`config.mk`:
```
export PLATFORM = sky130hd
export DESIGN_NAME = mux_arb_8
export DESIGN_NICKNAME = d
export VERILOG_FILES = /design/src/rtl/mux_arb_8.sv
export SDC_FILE = /design/constraint.sdc
export NUM_CORES = 1
export LEC_CHECK = 0
export BUFFER_PORTS_ARGS = -buffer_cell sky130_fd_sc_hd__buf_4
export CORE_AREA = 3 3 59 116
export CTS_CLUSTER_SIZE = 30
export DETAILED_ROUTE_END_ITERATION = 12
export DIE_AREA = 0 0 62 119
export GPL_TIMING_DRIVEN = 0
export HOLD_SLACK_MARGIN = 0.06
export PLACE_DENSITY = 0.86
export SYNTH_ARGS = -nofsm -noshare
export SYNTH_HDL_FRONTEND = slang
export SYNTH_SLANG_ARGS = --single-unit
```
`constraint.sdc`:
```
create_clock -name clk -period 4.2 [get_ports clk]
set_input_delay 0 -clock clk [delete_from_list [all_inputs] [get_ports clk]]
set_output_delay 0 -clock clk [all_outputs]
set_load 0.005 [all_outputs]
```
`src/rtl/mux_arb_8.sv`:
```
// Round-robin 8:1 arbitrating multiplexer with a registered, handshaked output word.
// A word is held until downstream accepts it; the pointer rotates only on acceptance.
module mux_arb_8 #(
    parameter int width = 8
) (
    input  logic             clk,
    input  logic             rst_n,
    input  logic [7:0]       req,
    input  logic [width-1:0] In1,
    input  logic [width-1:0] In2,
    input  logic [width-1:0] In3,
    input  logic [width-1:0] In4,
    input  logic [width-1:0] In5,
    input  logic [width-1:0] In6,
    input  logic [width-1:0] In7,
    input  logic [width-1:0] In8,
    input  logic             out_ready,
    output logic [width-1:0] Mout,
    output logic             out_valid,
    output logic [2:0]       addr,
    output logic [7:0]       grant,
    output logic             busy
);

    typedef enum logic {IDLE, HOLD} state_t;

    state_t           state, next_state;
    logic [2:0]       ptr;
    logic [2:0]       base_ptr;
    logic [2:0]       winner;
    logic             handshake;
    logic             load;
    logic [width-1:0] sel_data;

    // First asserted request at or after position p, searching upward with wrap.
    function automatic logic [2:0] pick(input logic [7:0] r, input logic [2:0] p);
        logic [2:0] idx;
        logic       found;
        pick  = p;
        found = 1'b0;
        for (int k = 0; k < 8; k++) begin
            idx = p + 3'(k);
            if (!found && r[idx]) begin
                pick  = idx;
                found = 1'b1;
            end
        end
    endfunction

    // On acceptance the pointer advance and the new arbitration happen in the same edge.
    always_comb begin
        handshake = (state == HOLD) && out_ready;
        base_ptr  = handshake ? addr + 3'd1 : ptr;
        winner    = pick(req, base_ptr);
        load      = (req != 8'd0) && ((state == IDLE) || handshake);
    end

    always_comb begin
        sel_data = In1;
        case (winner)
            3'd0: sel_data = In1;
            3'd1: sel_data = In2;
            3'd2: sel_data = In3;
            3'd3: sel_data = In4;
            3'd4: sel_data = In5;
            3'd5: sel_data = In6;
            3'd6: sel_data = In7;
            3'd7: sel_data = In8;
            default: sel_data = In1;
        endcase
    end

    always_comb begin
        next_state = state;
        case (state)
            IDLE: if (load) next_state = HOLD;
            HOLD: if (handshake && !load) next_state = IDLE;
            default: next_state = IDLE;
        endcase
    end

    always_ff @(posedge clk or negedge rst_n) begin
        if (!rst_n) state <= IDLE;
        else        state <= next_state;
    end

    always_ff @(posedge clk or negedge rst_n) begin
        if (!rst_n) begin
            ptr       <= 3'd0;
            addr      <= 3'd0;
            grant     <= 8'd0;
            Mout      <= '0;
            out_valid <= 1'b0;
        end else begin
            if (handshake) ptr <= addr + 3'd1;
            if (load) begin
                addr      <= winner;
                grant     <= 8'd1 << winner;
                Mout      <= sel_data;
                out_valid <= 1'b1;
            end else if (handshake) begin
                // addr and Mout deliberately keep the last accepted word
                grant     <= 8'd0;
                out_valid <= 1'b0;
            end
        end
    end

    assign busy = out_valid;

endmodule

```
# Yosys cells after proc, flatten, opt, wreduce, memory -nomap -nowiden
# Index checks and enable logic that the tools add are counted.
dict set report op_classes {
  add_sub_neg 8
  n_lt_le_gt_ge 8
  eq_ne 7
  shift 1
  muxes 39
  n_bitwise 1
  n_reduce_logical 22
}
# cell n
set ops {}
lappend ops {{case mux 8 bit (8 select lines)} 1}
lappend ops {{< comparator 3 x 4 -> 1 bit, second input constant} 8}
lappend ops {{binary-select mux 1 bit (select 3 bit)} 8}
lappend ops {{two-way mux 3 bit} 8}
lappend ops {{two-way mux 1 bit} 19}
lappend ops {{two-way mux 8 bit} 2}
lappend ops {{adder 3 bit, second input constant} 4}
lappend ops {{equality test 3 bit, second input constant} 4}
lappend ops {{logical AND 1 bit} 10}
lappend ops {{zero test 1 bit} 8}
lappend ops {{nonzero test 8 bit} 1}
lappend ops {{left shift 1 x 3 -> 8 bit, first input constant} 1}
lappend ops {{adder 3 x 1 -> 3 bit, second input constant} 2}
lappend ops {{adder 3 x 2 -> 3 bit, second input constant} 2}
lappend ops {{equality test 3 x 2 -> 1 bit, second input constant} 2}
lappend ops {{equality test 3 x 1 -> 1 bit, second input constant} 1}
lappend ops {{zero test 3 bit} 1}
lappend ops {{case mux 1 bit (2 select lines)} 1}
lappend ops {{nonzero test 2 bit} 1}
lappend ops {{logical OR 1 bit} 1}
lappend ops {{NOT 1 bit} 1}
dict set report totals {
  regBits 24
  in_bits 75
  out_inout_bits 21
  elab_cells 92
}

# Depth between registers and ports, before layout
dict set report depth {
  word_depth 28
  depth_mapped 19
  ltp_nobuf 14
}

# Worst setup path before layout
# Ideal clock, no wire load.
dict set report synth_timing {
  kind {flip-flop to flip-flop}
  from {register addr[0]}
  to {register Mout[5]}
  setup_time_ns 0.131
  arrival_ns 3.781
  required_ns 4.069
  path_slack_ns 0.288
  path_stages_with_launch 17
  n_path_buf 3
  period_less_slack_ns 3.912
  path_cell_list {dfrtp_1 ha_1 mux2_4 buf_2 ha_1 a211oi_1 nor2_1 mux2i_1 o21ai_1 mux2_2 and3_1 buf_6 nor2_8 buf_6 mux2_2 o221ai_1 a31oi_1}
}
dict set report synth_via {
  elab_chain_cells 28
  elab_cells_between_ends 62
  cone_classes {8 x add/sub; 7 x eq/ne; 32 x mux; 15 x reduce/logical}
}
# item line
set synth_lines {}
lappend synth_lines {{start, declared} 20} ;# output logic [2:0] addr,
lappend synth_lines {{start signal, assigned} 97} ;# addr <= winner;
lappend synth_lines {{adder 3 x 1 -> 3 bit (*)} 53} ;# base_ptr = handshake ? addr + 3'd1 : ptr;
lappend synth_lines {{two-way mux 3 bit (*)} --}
lappend synth_lines {{net base_ptr[1]} 29} ;# logic [2:0] base_ptr;
lappend synth_lines {{parallel branches: the longest is 23 deep, another holds adder 3 x 1 -> 3 bit} --}
lappend synth_lines {{two-way mux 3 bit (*)} 43} ;# if (!found && r[idx]) begin
lappend synth_lines {{equality test 3 bit, or another cell as far along} 60} ;# case (winner)
lappend synth_lines {{case mux 8 bit (8 select lines) (*)} 60}
lappend synth_lines {{end signal, assigned} 99} ;# Mout <= sel_data;
lappend synth_lines {{end, declared} 18} ;# output logic [width-1:0] Mout,
# Mark *: on every way through the listed nets, which the timed path passes. The select of a mux whose other input is x is not followed.
# A chain may end at the register's enable or synchronous reset.

# Worst setup path after layout
dict set report layout_timing {
  from {register state}
  to {register Mout[1]}
}
dict set report layout_via {
  elab_chain_cells 28
  elab_cells_between_ends 65
  cone_classes {7 x add/sub; 7 x eq/ne; 32 x mux; 1 x bitwise; 18 x reduce/logical}
}
# item line
set layout_lines {}
lappend layout_lines {{start, declared} 27} ;# state_t state, next_state;
lappend layout_lines {{start signal, assigned} 84} ;# else state <= next_state;
lappend layout_lines {{logical AND 1 bit (*)} 52} ;# handshake = (state == HOLD) && out_ready;
lappend layout_lines {{two-way mux 3 bit (*)} --}
lappend layout_lines {{net base_ptr[1]} 29}
lappend layout_lines {{parallel branches: the longest is 23 deep, another holds adder 3 x 1 -> 3 bit} --}
lappend layout_lines {{two-way mux 3 bit (*)} 43}
lappend layout_lines {{equality test 3 bit, or another cell as far along} 60}
lappend layout_lines {{case mux 8 bit (8 select lines) (*)} 60}
# Marked as above.

==> results.tsv <==
metric	value	unit
status	complete, no violations	
IO Pins	96	
final setup violation count	0	
Mapped Avg Cell Area	8.47	sq um
row count	40	
Crit-path slowest cell	mux2i_2	
initial antenna violation count	0	
crit-path most repeated cell	buf_4	
Critical Path RT	4.30	ns
largest net degree at the start of global routing	25	
hold crit path type	input pin to register	
Synth area leaders	dfrtp_1 (22%), mux2i_1 (7.3%), nand2_1 (3.6%), nand3_1 (3.3%), o21ai_0 (3.3%)	
final hold vios	0	
actual slew at the worst max-slew pin	0.681	ns
vias in the first global route	3535	
Yosys reg bits	24	
Worst-Skew Late Latency	0.26	ns
Worst Skew	0.00301	ns
ANT nets after route	0	
total CTS buffers	3	
Starting Density	45.3	%
Post-Syn Area	0.00275	sq mm
sequential area share after synthesis	21.9	%
post-layout util	67.0	%
clk root buf	clkbuf_16	
first-pass GRT wire length	16700	um
layout cell share with drive strength beyond 1	41.2	%
Max Cap Viol	0	
height of the die	119	um
Period Utilization, post-route	99.3	%
Vias	3514	
CTS tree	built	
synth warn	0	
diode count	0	
Post-DP HPWL	8120	um
distinct cell type count after synthesis	75	
EDFF count, synth	0	
most frequent cell after synthesis	nand2_1	
Die W	62	um
routed vias/inst	6.66	
Sum Neg Setup Slack	0	ns
post-synth top area cell	dfrtp_1	
CP cell instances	buf_6 > and2_4 > mux2_4 > buf_4 > ha_2 > o211a_1 > nor2_2 > mux2i_2 > o211ai_1 > a32o_1 > a221oi_2 > o21a_2 > buf_4 > nor3_1 > o31ai_2 > a41oi_1	
Area growth, synth to finish	47.8	%
drt wl/cell	22.3	um
crit-path max cell delay	0.43	ns
clock sink count	24	
CP endpoint kind	register	
Initial DRT Pass Iterations	5	
top cell type's share of synthesized area	21.9	%
Syn Inst Count	324	
Synth Flop Type	dfrtp_1	
slew margin rel.	54.6	%
critical path startpoint category	register	
Finished Layout Cells	528	
worst slack, placed	-0.391	ns
Async SR Flop Fraction	100	%
Max clock buf depth	2	
DRC errors left	0	
Post-Synthesis Net Count	402	
fmax	240	MHz
Iter 0 DRT Violations	196	
Core ar.	0.00606	sq mm
gpl congestion	0.936	
overall global routing resource usage	29.5	%
top post-synthesis cells by count	nand2_1 (26), dfrtp_1 (24), mux2i_1 (20), nand3_1 (18), o21ai_0 (18)	
port bufs	94	
Die Area	0.00738	sq mm
routed wire length	11800	um
layout net count	523	
gr ovfl total	0	
clk slew on worst S/H paths	0.06	ns
Placed Cells	502	
Crit path arrival time	4.27	ns
critical-path maximum fanout	11	
Crit Path Category	register to register	
setup ws final	0.0278	ns
H-tree levels	1	
Final Slew Violations	0	
Tmin final	4.17	ns
[worst max-delay path, delay by kind of cell, from the launching register on]
family / cells / cell delay (ns)
compound gates: 7 / 1.62
fa+ha+maj: 1 / 0.20
buf+inv: 3 / 0.53
flops: 1 / 0.37
mux: 2 / 0.73
simple gates: 3 / 0.56
[cell type report]
cell class                 instances  area [sq um]
tap                               84           105
fill                             442          2000
clock buffer                       3          75.1
buffer                            20           159
clock inverter                     1          30.0
inverter                           5          23.8
timing repair buffer             117           931
sequential                        24           602
multi-input combinational        274          2130
[cells in the final DEF (no fill, tap or decap), drive strengths merged, types with 4 or more instances in the layout]
cell type / synthesis / routed
a21oi: 14 / 14
buf: 16 / 125
nor2: 17 / 17
a211oi: 10 / 10
mux2: 7 / 7
o211ai: 5 / 5
a31oi: 6 / 6
a21o: 7 / 7
a32o: 7 / 7
and3: 11 / 11
clkbuf: 5 / 9
nor3: 9 / 9
o21ai: 27 / 27
o211a: 7 / 7
mux2i: 20 / 20
o21a: 4 / 4
nand3: 19 / 19
nand2: 27 / 27
dlygate4sd3: 0 / 6
nand4: 5 / 5
xnor2: 4 / 4
inv: 4 / 4
dfrtp: 24 / 24
o22ai: 8 / 8
nor2b: 5 / 5
[stage by stage]
step	hold slack (ns)	area, sq um
final	0.0680	4060
after global routing	0.0928	4060
after CTS	0.0667	3840
after detailed placement	-0.0851	3560
after global placement	-0.0899	3560
after floorplan	-0.296	2750
[layer usage]
metal	GRT usage (%)	routed length (um)	up-vias
li1	-	-	1526
met1	28.2	3510	1645
met2	52.5	6330	266
met3	4.56	923	77
met4	20.2	1000	0
met5	0	0	-
[registers in the layout (all words and copies together) (netlist names)]
name and flops:
Mout 8, addr 3, busy 1, grant 8, ptr 3, state 1
[final timing paths]
check                             start  endpoint  slack (ns)  depth (start not counted)
max in group asynchronous         rst_n   addr[0]        3.75                          2
worst min-delay path             In1[3]   Mout[3]        0.07                          3
worst min register to register  Mout[2]   Mout[2]        0.51                          2
worst max register to register    state   Mout[1]        0.03                         16
worst max-delay path              state   Mout[1]        0.03                         16
min in group asynchronous         rst_n   Mout[3]        0.18                          2
[cells by family after synthesis]
| family | Yosys count | synth area share [%] |
|---|---|---|
| simple gates | 109 | 21.3 |
| mux | 29 | 11.9 |
| xor+xnor | 5 | 2.28 |
| compound gates | 128 | 35.3 |
| buf+inv | 26 | 5.97 |
| flops | 24 | 21.9 |
| fa+ha+maj | 3 | 1.37 |
[repair_timing]
item,CTS,global route
endpoints found under the setup margin,14,9
hold endpoints to repair,27,0
hold buffers,6,0
setup buffers,7,9
pin swaps,2,5
gates cloned,0,1
resized for setup,21,24
Power is left out: the tool's default activity adds up to more than one toggle a clock period on the data nets, which glitch-free logic cannot reach.
